## src/rtl/demux1_4_64_buf_pkg.sv

```systemverilog
// Shared definitions for the buffered 1:4 distributor (demux1_4_64_buf).
// Optional statistics counters are enabled with the DEMUX_STATS_EN macro.
package demux_pkg;

    localparam int NLANES = 4;
    localparam int STAT_W = 16;

    typedef logic [1:0] lane_sel_t;

    // Occupancy class of one lane FIFO
    typedef enum logic [1:0] {
        LANE_EMPTY   = 2'd0,
        LANE_PARTIAL = 2'd1,
        LANE_FULL    = 2'd2
    } lane_state_t;

    // Increment that sticks at all-ones instead of wrapping to zero
    function automatic logic [STAT_W-1:0] satIncr(input logic [STAT_W-1:0] v);
        return (v == '1) ? v : v + STAT_W'(1);
    endfunction

endpackage

```

## src/rtl/demux1_4_64_buf_if.sv

```systemverilog
// Producer/consumer bus of the buffered 1:4 distributor.
// The xfer_cnt signals only exist when DEMUX_STATS_EN is defined.
interface demux1_4_64_buf_if
    import demux_pkg::*;
#(
    parameter int WIDTH = 64
);
    logic              in_valid;
    logic              in_ready;
    logic [WIDTH-1:0]  in_data;
    lane_sel_t         in_sel;
    logic [NLANES-1:0] out_valid;
    logic [NLANES-1:0] out_ready;
    logic [WIDTH-1:0]  out_data [NLANES];
`ifdef DEMUX_STATS_EN
    logic [STAT_W-1:0] xfer_cnt [NLANES];

    modport master (
        output in_valid, in_data, in_sel, out_ready,
        input  in_ready, out_valid, out_data, xfer_cnt
    );
    modport slave (
        input  in_valid, in_data, in_sel, out_ready,
        output in_ready, out_valid, out_data, xfer_cnt
    );
`else
    modport master (
        output in_valid, in_data, in_sel, out_ready,
        input  in_ready, out_valid, out_data
    );
    modport slave (
        input  in_valid, in_data, in_sel, out_ready,
        output in_ready, out_valid, out_data
    );
`endif
endinterface

```

## src/rtl/demux1_4_64_buf_lane_fifo.sv

```systemverilog
// One lane of the distributor: a small circular FIFO with registered
// full/empty so the producer-side ready never sees the consumer's ready.
module lane_fifo
    import demux_pkg::*;
#(
    parameter int WIDTH = 64,
    parameter int DEPTH = 2
) (
    input  logic             clk,
    input  logic             reset,
    input  logic             i_push,
    input  logic             i_pop,
    input  logic [WIDTH-1:0] i_data,
    output logic             o_full,
    output logic             o_empty,
    output logic [WIDTH-1:0] o_head
);
    localparam int PTR_W = $clog2(DEPTH);
    localparam int CNT_W = PTR_W + 1;

    logic [WIDTH-1:0] r_mem [DEPTH];
    logic [PTR_W-1:0] r_wptr;
    logic [PTR_W-1:0] r_rptr;
    logic [CNT_W-1:0] r_count;
    lane_state_t      w_state;
    logic             w_doPush;
    logic             w_doPop;

    // Classify occupancy from the registered count
    always_comb begin
        w_state = LANE_PARTIAL;
        if (r_count == '0) begin
            w_state = LANE_EMPTY;
        end else if (r_count == CNT_W'(DEPTH)) begin
            w_state = LANE_FULL;
        end
    end

    assign o_full   = (w_state == LANE_FULL);
    assign o_empty  = (w_state == LANE_EMPTY);
    assign o_head   = r_mem[r_rptr];
    assign w_doPush = i_push && !o_full;
    assign w_doPop  = i_pop && !o_empty;

    // Storage array; contents need no reset since empty lanes are never shown valid
    always_ff @(posedge clk) begin
        if (w_doPush) begin
            r_mem[r_wptr] <= i_data;
        end
    end

    // Pointers wrap naturally at DEPTH (power of two); count tracks occupancy
    always_ff @(posedge clk or posedge reset) begin
        if (reset) begin
            r_wptr  <= '0;
            r_rptr  <= '0;
            r_count <= '0;
        end else begin
            if (w_doPush) begin
                r_wptr <= r_wptr + PTR_W'(1);
            end
            if (w_doPop) begin
                r_rptr <= r_rptr + PTR_W'(1);
            end
            case ({w_doPush, w_doPop})
                2'b10:   r_count <= r_count + CNT_W'(1);
                2'b01:   r_count <= r_count - CNT_W'(1);
                default: r_count <= r_count;
            endcase
        end
    end

endmodule

```

## src/rtl/demux1_4_64_buf.sv

```systemverilog
// Buffered 1:4 distributor: routes one word per cycle into one of four
// independent lane FIFOs. Per-lane accepted-word counters are built only
// when DEMUX_STATS_EN is defined.
module demux1_4_64_buf
    import demux_pkg::*;
#(
    parameter int WIDTH = 64,
    parameter int DEPTH = 2
) (
    input logic              clk,
    input logic              reset,
    demux1_4_64_buf_if.slave bus
);
    logic [NLANES-1:0] w_full;
    logic [NLANES-1:0] w_empty;
    logic [NLANES-1:0] w_push;
    logic [NLANES-1:0] w_pop;
    logic [WIDTH-1:0]  w_head [NLANES];

    assign bus.in_ready  = !w_full[bus.in_sel];
    assign bus.out_valid = ~w_empty;
    assign w_pop         = ~w_empty & bus.out_ready;

    // One-hot push strobe for the selected lane on an accepted transfer
    always_comb begin
        w_push = '0;
        if (bus.in_valid && bus.in_ready) begin
            w_push[bus.in_sel] = 1'b1;
        end
    end

    for (genvar gi = 0; gi < NLANES; gi++) begin : g_lane
        lane_fifo #(
            .WIDTH (WIDTH),
            .DEPTH (DEPTH)
        ) u_lane (
            .clk     (clk),
            .reset   (reset),
            .i_push  (w_push[gi]),
            .i_pop   (w_pop[gi]),
            .i_data  (bus.in_data),
            .o_full  (w_full[gi]),
            .o_empty (w_empty[gi]),
            .o_head  (w_head[gi])
        );
        assign bus.out_data[gi] = w_head[gi];
    end

`ifdef DEMUX_STATS_EN
    logic [STAT_W-1:0] r_xferCnt [NLANES];

    // Count accepted pushes per lane, holding at the maximum instead of wrapping
    always_ff @(posedge clk or posedge reset) begin
        if (reset) begin
            for (int n = 0; n < NLANES; n++) begin
                r_xferCnt[n] <= '0;
            end
        end else begin
            for (int n = 0; n < NLANES; n++) begin
                if (w_push[n]) begin
                    r_xferCnt[n] <= satIncr(r_xferCnt[n]);
                end
            end
        end
    end

    for (genvar gs = 0; gs < NLANES; gs++) begin : g_stat
        assign bus.xfer_cnt[gs] = r_xferCnt[gs];
    end
`endif

endmodule

```

## src/flat_wrapper.sv

```systemverilog
// flat-port wrapper written by rule: the top's interface ports become plain ports
module demux1_4_64_buf_flat import demux_pkg::*;
#(
    parameter int WIDTH = 64,
    parameter int DEPTH = 2
)
  (clk, reset, bus_in_valid, bus_in_data, bus_in_sel, bus_out_ready, bus_in_ready, bus_out_valid, bus_out_data);
  demux1_4_64_buf_if #(.WIDTH(WIDTH)) bus_i ();
  input logic clk;
  input logic reset;
  input wire logic [$bits(bus_i.in_valid)-1:0] bus_in_valid;
  input wire logic [$bits(bus_i.in_data)-1:0] bus_in_data;
  input wire logic [$bits(bus_i.in_sel)-1:0] bus_in_sel;
  input wire logic [$bits(bus_i.out_ready)-1:0] bus_out_ready;
  output wire logic [$bits(bus_i.in_ready)-1:0] bus_in_ready;
  output wire logic [$bits(bus_i.out_valid)-1:0] bus_out_valid;
  output wire logic [$bits(bus_i.out_data)-1:0] bus_out_data;
  assign bus_i.in_valid = bus_in_valid;
  assign bus_i.in_data = bus_in_data;
  assign bus_i.in_sel = bus_in_sel;
  assign bus_i.out_ready = bus_out_ready;
  assign bus_in_ready = bus_i.in_ready;
  assign bus_out_valid = bus_i.out_valid;
  assign bus_out_data = {>>{bus_i.out_data}};
  demux1_4_64_buf #(.WIDTH(WIDTH), .DEPTH(DEPTH)) u_core (.clk(clk), .reset(reset), .bus(bus_i));
endmodule
```

## config.mk

```make
export PLATFORM = sky130hd
export DESIGN_NAME = demux1_4_64_buf_flat
export DESIGN_NICKNAME = d
export VERILOG_FILES = /design/src/rtl/demux1_4_64_buf_pkg.sv /design/src/rtl/demux1_4_64_buf_if.sv /design/src/rtl/demux1_4_64_buf_lane_fifo.sv /design/src/rtl/demux1_4_64_buf.sv /design/src/flat_wrapper.sv
export SDC_FILE = /design/constraint.sdc
export NUM_CORES = 1
export LEC_CHECK = 0
export BUFFER_PORTS_ARGS = -buffer_cell sky130_fd_sc_hd__buf_2
export CAP_MARGIN = 40
export CORE_AREA = 4 4 238 216
export DETAILED_ROUTE_END_ITERATION = 6
export DIE_AREA = 0 0 242 220
export GPL_ROUTABILITY_DRIVEN = 1
export PLACE_DENSITY_LB_ADDON = 0.2
export SLEW_MARGIN = 20
export SYNTH_ARGS = -nofsm -noshare
export SYNTH_HDL_FRONTEND = slang
export SYNTH_SLANG_ARGS = --single-unit
```

## constraint.sdc

```tcl
create_clock -name clk -period 3.9 [get_ports clk]
set_input_delay 0.78 -clock clk [delete_from_list [all_inputs] [get_ports clk]]
set_output_delay 0.78 -clock clk [all_outputs]
set_load 0.01 [all_outputs]
```

* After elaboration in Yosys (flattened, before gate mapping)
Memory sizes are Yosys's and may differ from the RTL's. Cells that the tools add are included.
Word-level totals: output and inout port bits 261, bits of input ports 73, bits in registers 16, memories 4, memory bits (writable) 512, logic and storage cells 108
Cells by class: reductions and logical operators 31, equality and inequality tests 16, multiplexer cells 25, bitwise logic cells 2, $add $sub $neg 16, order comparisons 2
Memory list:
- u_core.g_lane[0].u_lane.r_mem | words 2, width 64, rd ports 1, clocked after Yosys merged registers in 0, write ports 1, line demux1_4_64_buf_lane_fifo.sv:21 | logic [WIDTH-1:0] r_mem [DEPTH];
- u_core.g_lane[1].u_lane.r_mem | words 2, width 64, rd ports 1, clocked after Yosys merged registers in 0, write ports 1, line demux1_4_64_buf_lane_fifo.sv:21
- u_core.g_lane[2].u_lane.r_mem | words 2, width 64, rd ports 1, clocked after Yosys merged registers in 0, write ports 1, line demux1_4_64_buf_lane_fifo.sv:21
- u_core.g_lane[3].u_lane.r_mem | words 2, width 64, rd ports 1, clocked after Yosys merged registers in 0, write ports 1, line demux1_4_64_buf_lane_fifo.sv:21
Operator list (number):
- 2-bit == test, second input constant | 12
- 2-bit zero test | 8
- 2-bit 2-to-1 mux | 8
- 2-bit case mux with 2 select lines | 4
- 1-bit logical AND | 10
- 1-bit 2-to-1 mux | 10
- 1-bit zero test | 9
- 1-bit adder, second input constant | 8
- 2-bit by 1-bit adder with 2-bit output, second input constant | 4
- 2-bit by 1-bit == test with 1-bit output, second input constant | 4
- 2-bit nonzero test | 4
- 2-bit by 1-bit subtractor with 2-bit output, second input constant | 4
- 4-bit AND | 1
- 4-bit 2-to-1 mux | 1
- 4-bit inverter | 1
- 2-bit by 3-bit < comparator with 1-bit output, second input constant | 1
- 1-bit binary-select mux with 2-bit select | 1
- 1-bit demux with 2-bit select | 1
- 2-bit by 1-bit >= comparator with 1-bit output, second input constant | 1

* Longest topological paths before layout
depth after elaboration 12, depth in mapped cells 6, depth with buffers taken out 6

* Modules after synthesis
From an unflattened synthesis, not the netlist that was laid out.
Unflattened totals: cell total of the unflattened synthesis 887, area total of the unflattened synthesis 20190.6 um2
By module, submodules not included:
- lane_fifo | area each 5022.3 um2, cells an instance 218, instances 4, sequential area each 3943.8 um2
- demux1_4_64_buf | area each 101.3 um2, cells an instance 15, instances 1, sequential area each 0.0 um2

* Least setup slack after synthesis
Ideal clock, no wire load.
path type input port to flip-flop, start point input bus_in_sel[0], end point memory u_core.g_lane[0].u_lane.r_mem[0][0], enable pin, setup time 486 ps, stages 3, path buffers 0, setup slack -398 ps, data required time 3414 ps, data arrival time 3812 ps, cell sequence nor3b_1 > nand2_1 > nor2_1
Between the ends: cells in the longest elaborated chain, start to end 8, elaborated cells between the ends (all ways) 13, those cells by class order compare: 2; mux: 7; reduce/logical: 4
Ends and longest elaborated chain:
- start, declared | line flat_wrapper.sv:13 | input wire logic [$bits(bus_i.in_sel)-1:0] bus_in_sel;
- 2-bit by 3-bit < comparator with 1-bit output (implied by the code), or another cell as far along | line demux1_4_64_buf.sv:28 | w_push[bus.in_sel] = 1'b1;
- 1-bit logical AND (implied by the code) / 1-bit 2-to-1 mux (equally long branches) | line demux1_4_64_buf.sv:28, demux1_4_64_buf.sv:20
- 1-bit 2-to-1 mux (implied by the code) / 1-bit zero test (equally long branches) | line demux1_4_64_buf.sv:28, demux1_4_64_buf.sv:20
- 1-bit demux with 2-bit select / 1-bit logical AND (equally long branches)
- 4-bit 2-to-1 mux * | line demux1_4_64_buf.sv:27 | if (bus.in_valid && bus.in_ready) begin
- 1-bit logical AND * | line demux1_4_64_buf_lane_fifo.sv:42 | assign w_doPush = i_push && !o_full;
- 1-bit 2-to-1 mux * | line demux1_4_64_buf_lane_fifo.sv:47 | if (w_doPush) begin
- 1-bit 2-to-1 mux (implied by the code) * | line demux1_4_64_buf_lane_fifo.sv:48 | r_mem[r_wptr] <= i_data;
- end, declared | line demux1_4_64_buf_lane_fifo.sv:21
Mark *: on every way between the ends. The rest lies on a longest branch, timed or not. The select of a mux whose other input is x is not followed.

* Worst setup path after layout
start point register u_core.g_lane[2].u_lane.r_rptr, end point output bus_out_data[116]
Between the ends: cells in the longest elaborated chain, start to end 1
Ends and longest elaborated chain:
- start, declared | line demux1_4_64_buf_lane_fifo.sv:23 | logic [PTR_W-1:0] r_rptr;
- start signal, assigned | line demux1_4_64_buf_lane_fifo.sv:63 | r_rptr <= r_rptr + PTR_W'(1);
- memory read 2 x 64 bit
- end, declared | line flat_wrapper.sv:17 | output wire logic [$bits(bus_i.out_data)-1:0] bus_out_data;
No other way between the ends.

==> key figures <==
Global routing
  • Initial antenna violation count: 2
  • Largest net degree at the start of global routing: 65
  • All-Layer GR Usage: 16.10%
  • Vias in the first global route: 9,757
  • Remaining global-route overflow: 0
  • First-pass GRT wire length: around 64,000 um

Place
  • Gpl congestion: between 0.7 and 0.8
  • Dpl hpwl: 27,180 um
  • I/O Buffers: 333

CTS
  • Clock Latency Late Sink: 0.58 ns
  • CTS tree: yes
  • Hold buffers post-CTS: 0
  • Sink Count: 528
  • Post-CTS Setup Bufs: 0
  • Number of gates resized after CTS: 0
  • Root Driver: clkbuf_16
  • Clock transition at the registers of the reported paths: 0.06 ns
  • Clock Path Buffers: 3
  • Cts bufs inserted: 53
  • H-tree lvl count: 2

Routing
  • Iteration-0 DRC Markers: 544
  • DRC viols: 0
  • Drt total wl: 43,730 um
  • WL/cell: around 23 um
  • DR vias: around 9,300
  • Via density: 4.857
  • First-pass DRT Iterations: 4
  • Post-route ant nets: 0

Critical path
  • CP max FO: 35
  • Worst Setup End Kind: output port
  • WP data required: 3.12 ns
  • CP startpoint kind: flop
  • Crit Path Category: flop to output port
  • CP arrival: 2.30 ns

Yosys
  • Synth Net Count: 947
  • Sequential fraction of the synthesis area: 81.26%
  • Synth top area share: 79.20%
  • Yosys reg bits: 528
  • EDFF count, synth: 512
  • Synth unique cells: 22
  • Synth area leader: edfxtp_1
  • Synthesized instance count: 870
  • Mapped Avg Cell Area: 22.31 sq um
  • Ys async rst share: 3.030%
  • Top FF cell, synth: edfxtp_1
  • Yosys warns: 0
  • Most frequent cell after synthesis: edfxtp_1
  • Synth cell count leaders: 512 x edfxtp_1, 256 x mux2_2, 24 x buf_6
  • Synthesized area: 19,410 sq um
  • Synth area leaders: edfxtp_1 79%, mux2_2 15%, dfrtp_1 2.1%

Die
  • I/O Pins: approximately 330
  • DIE WIDTH: 242 um
  • Initial Util: 39.67%
  • Vert. Die Dim: 220 um
  • Core area: 48,940 sq um
  • Die ar.: 53,240 sq um
  • Row Count: 77

Final layout
  • NumNets Final: 1,326
  • Area Growth Syn to Fin: 21.01%
  • Share of cells above drive strength 1: 53.65%

STA
  • RSZ-0062 raised after global routing: no
  • Minimum clock period: 3.079 ns
  • Least-Margin Pin Slew: 0.6689 ns
  • Hold WS: 0.3011 ns
  • Final setup vio count: 0
  • Final Hold Viols: 0
  • Final Max Tran Viols: 0
  • Final Cycle Share: between 70% and 80%
  • Worst Skew: 0.01700 ns
  • Peak Freq: 324.8 MHz
  • Slew HR: 55.36%

Pwr
  • VDD IR max: 0.0005148 V
  • Pwr per Cell Area: roughly 670 nW/um^2
  • Static Leak: 0.008239 uW
  • Tot Pwr: approximately 16,000 uW

Outcome
  • Status: finished clean

Min path
  • Hold WC Path Type: input port to asynchronous set/reset pin

Job
  • Max Cap Viol: 0
flip-flops by register name (all words and copies together) (netlist names):
register                      cells
u_core.g_lane.u_lane.r_count      8
u_core.g_lane.u_lane.r_mem      512
u_core.g_lane.u_lane.r_rptr       4
u_core.g_lane.u_lane.r_wptr       4
routing by layer:
metal	global-route usage [%]	share of wire (%)	vias up	wire length [um]
met1	21.85	44	4830	19280
met5	0	0.016	-	7
met2	25.93	48	234	21030
met4	4.933	2.4	2	1045
li1	-	-	4199	-
met3	3.966	5.4	66	2360
layout make-up:
class / instances / area (sq um)
Inverter: 4 / 15.01
Timing Repair Buffer: 352 / 1929
Multi-Input combinational cell: 310 / 3391
Clock buffer: 79 / 1464
Tap cell: 632 / 790.8
Sequential cell: 528 / 15790
Antenna cell: 1 / 2.502
Fill cell: 4190 / 25450
Clock inverter: 15 / 110.1
per-stage QoR:
step / std cells / area [sq um] / setup WS, ns / utilization, % / TNS (ns)
after floorplan: 870 / 19430 / -0.3349 / - / -42.86
after global placement: 1825 / 21890 / 1.328 / 44.72 / 0
after detailed placement: 1825 / 21890 / 1.313 / 44.72 / 0
after CTS: 1919 / 23460 / 0.6683 / 47.94 / 0
after global routing: 1921 / 23490 / 0.7078 / 48.00 / 0
final: 1921 / 23490 / 0.8213 / 48.00 / 0
logic make-up (layout without fill, tap and decap cells):
group | count (synthesis) | in the layout | share of synthesized area (%)
flops | 528 | 528 | 81.26
mux | 257 | 257 | 14.97
buf+inv | 32 | 450 | 1.573
simple gates | 29 | 29 | 1.044
xor+xnor | 20 | 20 | 0.9023
fa+ha+maj | 4 | 4 | 0.2578
other cells | 0 | 1 | 0
worst max-delay path, cell delays in order, from the launching register on:
cell and delay [ns]:
dfrtp_4 0.82, buf_12 0.32, mux2_2 0.41, buf_2 0.15
where the power goes:
part	leakage, uW	total, uW	internal, uW	switching [uW]
Combinational	0.00266	3850	1870	1980
Clock	0.000759	4680	2700	1980
Sequential	0.00482	7220	6720	501
Total	0.00824	15700	11300	4460
final timing paths:
check                                                   start                                   end  slack (ns)  cells past startpoint
max                            u_core.g_lane[2].u_lane.r_rptr                     bus_out_data[116]        0.82                      3
min                                                     reset        u_core.g_lane[1].u_lane.r_rptr        0.30                      2
max reg2reg                u_core.g_lane[2].u_lane.r_count[0]  u_core.g_lane[2].u_lane.r_mem[1][18]        1.90                      4
min reg2reg                u_core.g_lane[2].u_lane.r_count[1]    u_core.g_lane[2].u_lane.r_count[1]        0.50                      1
max in group asynchronous                               reset        u_core.g_lane[2].u_lane.r_rptr        3.10                      2
min in group clk                               bus_in_data[4]   u_core.g_lane[2].u_lane.r_mem[1][4]        0.47                      1
cells in the final DEF (no fill, tap or decap), types with 7 or more instances in the layout:
| cell | netlist | final |
|---|---|---|
| buf_12 | 0 | 8 |
| buf_2 | 4 | 333 |
| buf_4 | 0 | 10 |
| clkbuf_1 | 0 | 22 |
| clkbuf_16 | 0 | 53 |
| clkinv_1 | 0 | 12 |
| dfrtp_1 | 16 | 12 |
| edfxtp_1 | 512 | 512 |
| mux2_2 | 256 | 256 |
| nor2_4 | 0 | 7 |
| xnor2_1 | 12 | 12 |
| xor2_1 | 8 | 8 |
Note: power is estimated with default switching activity, not from simulation.
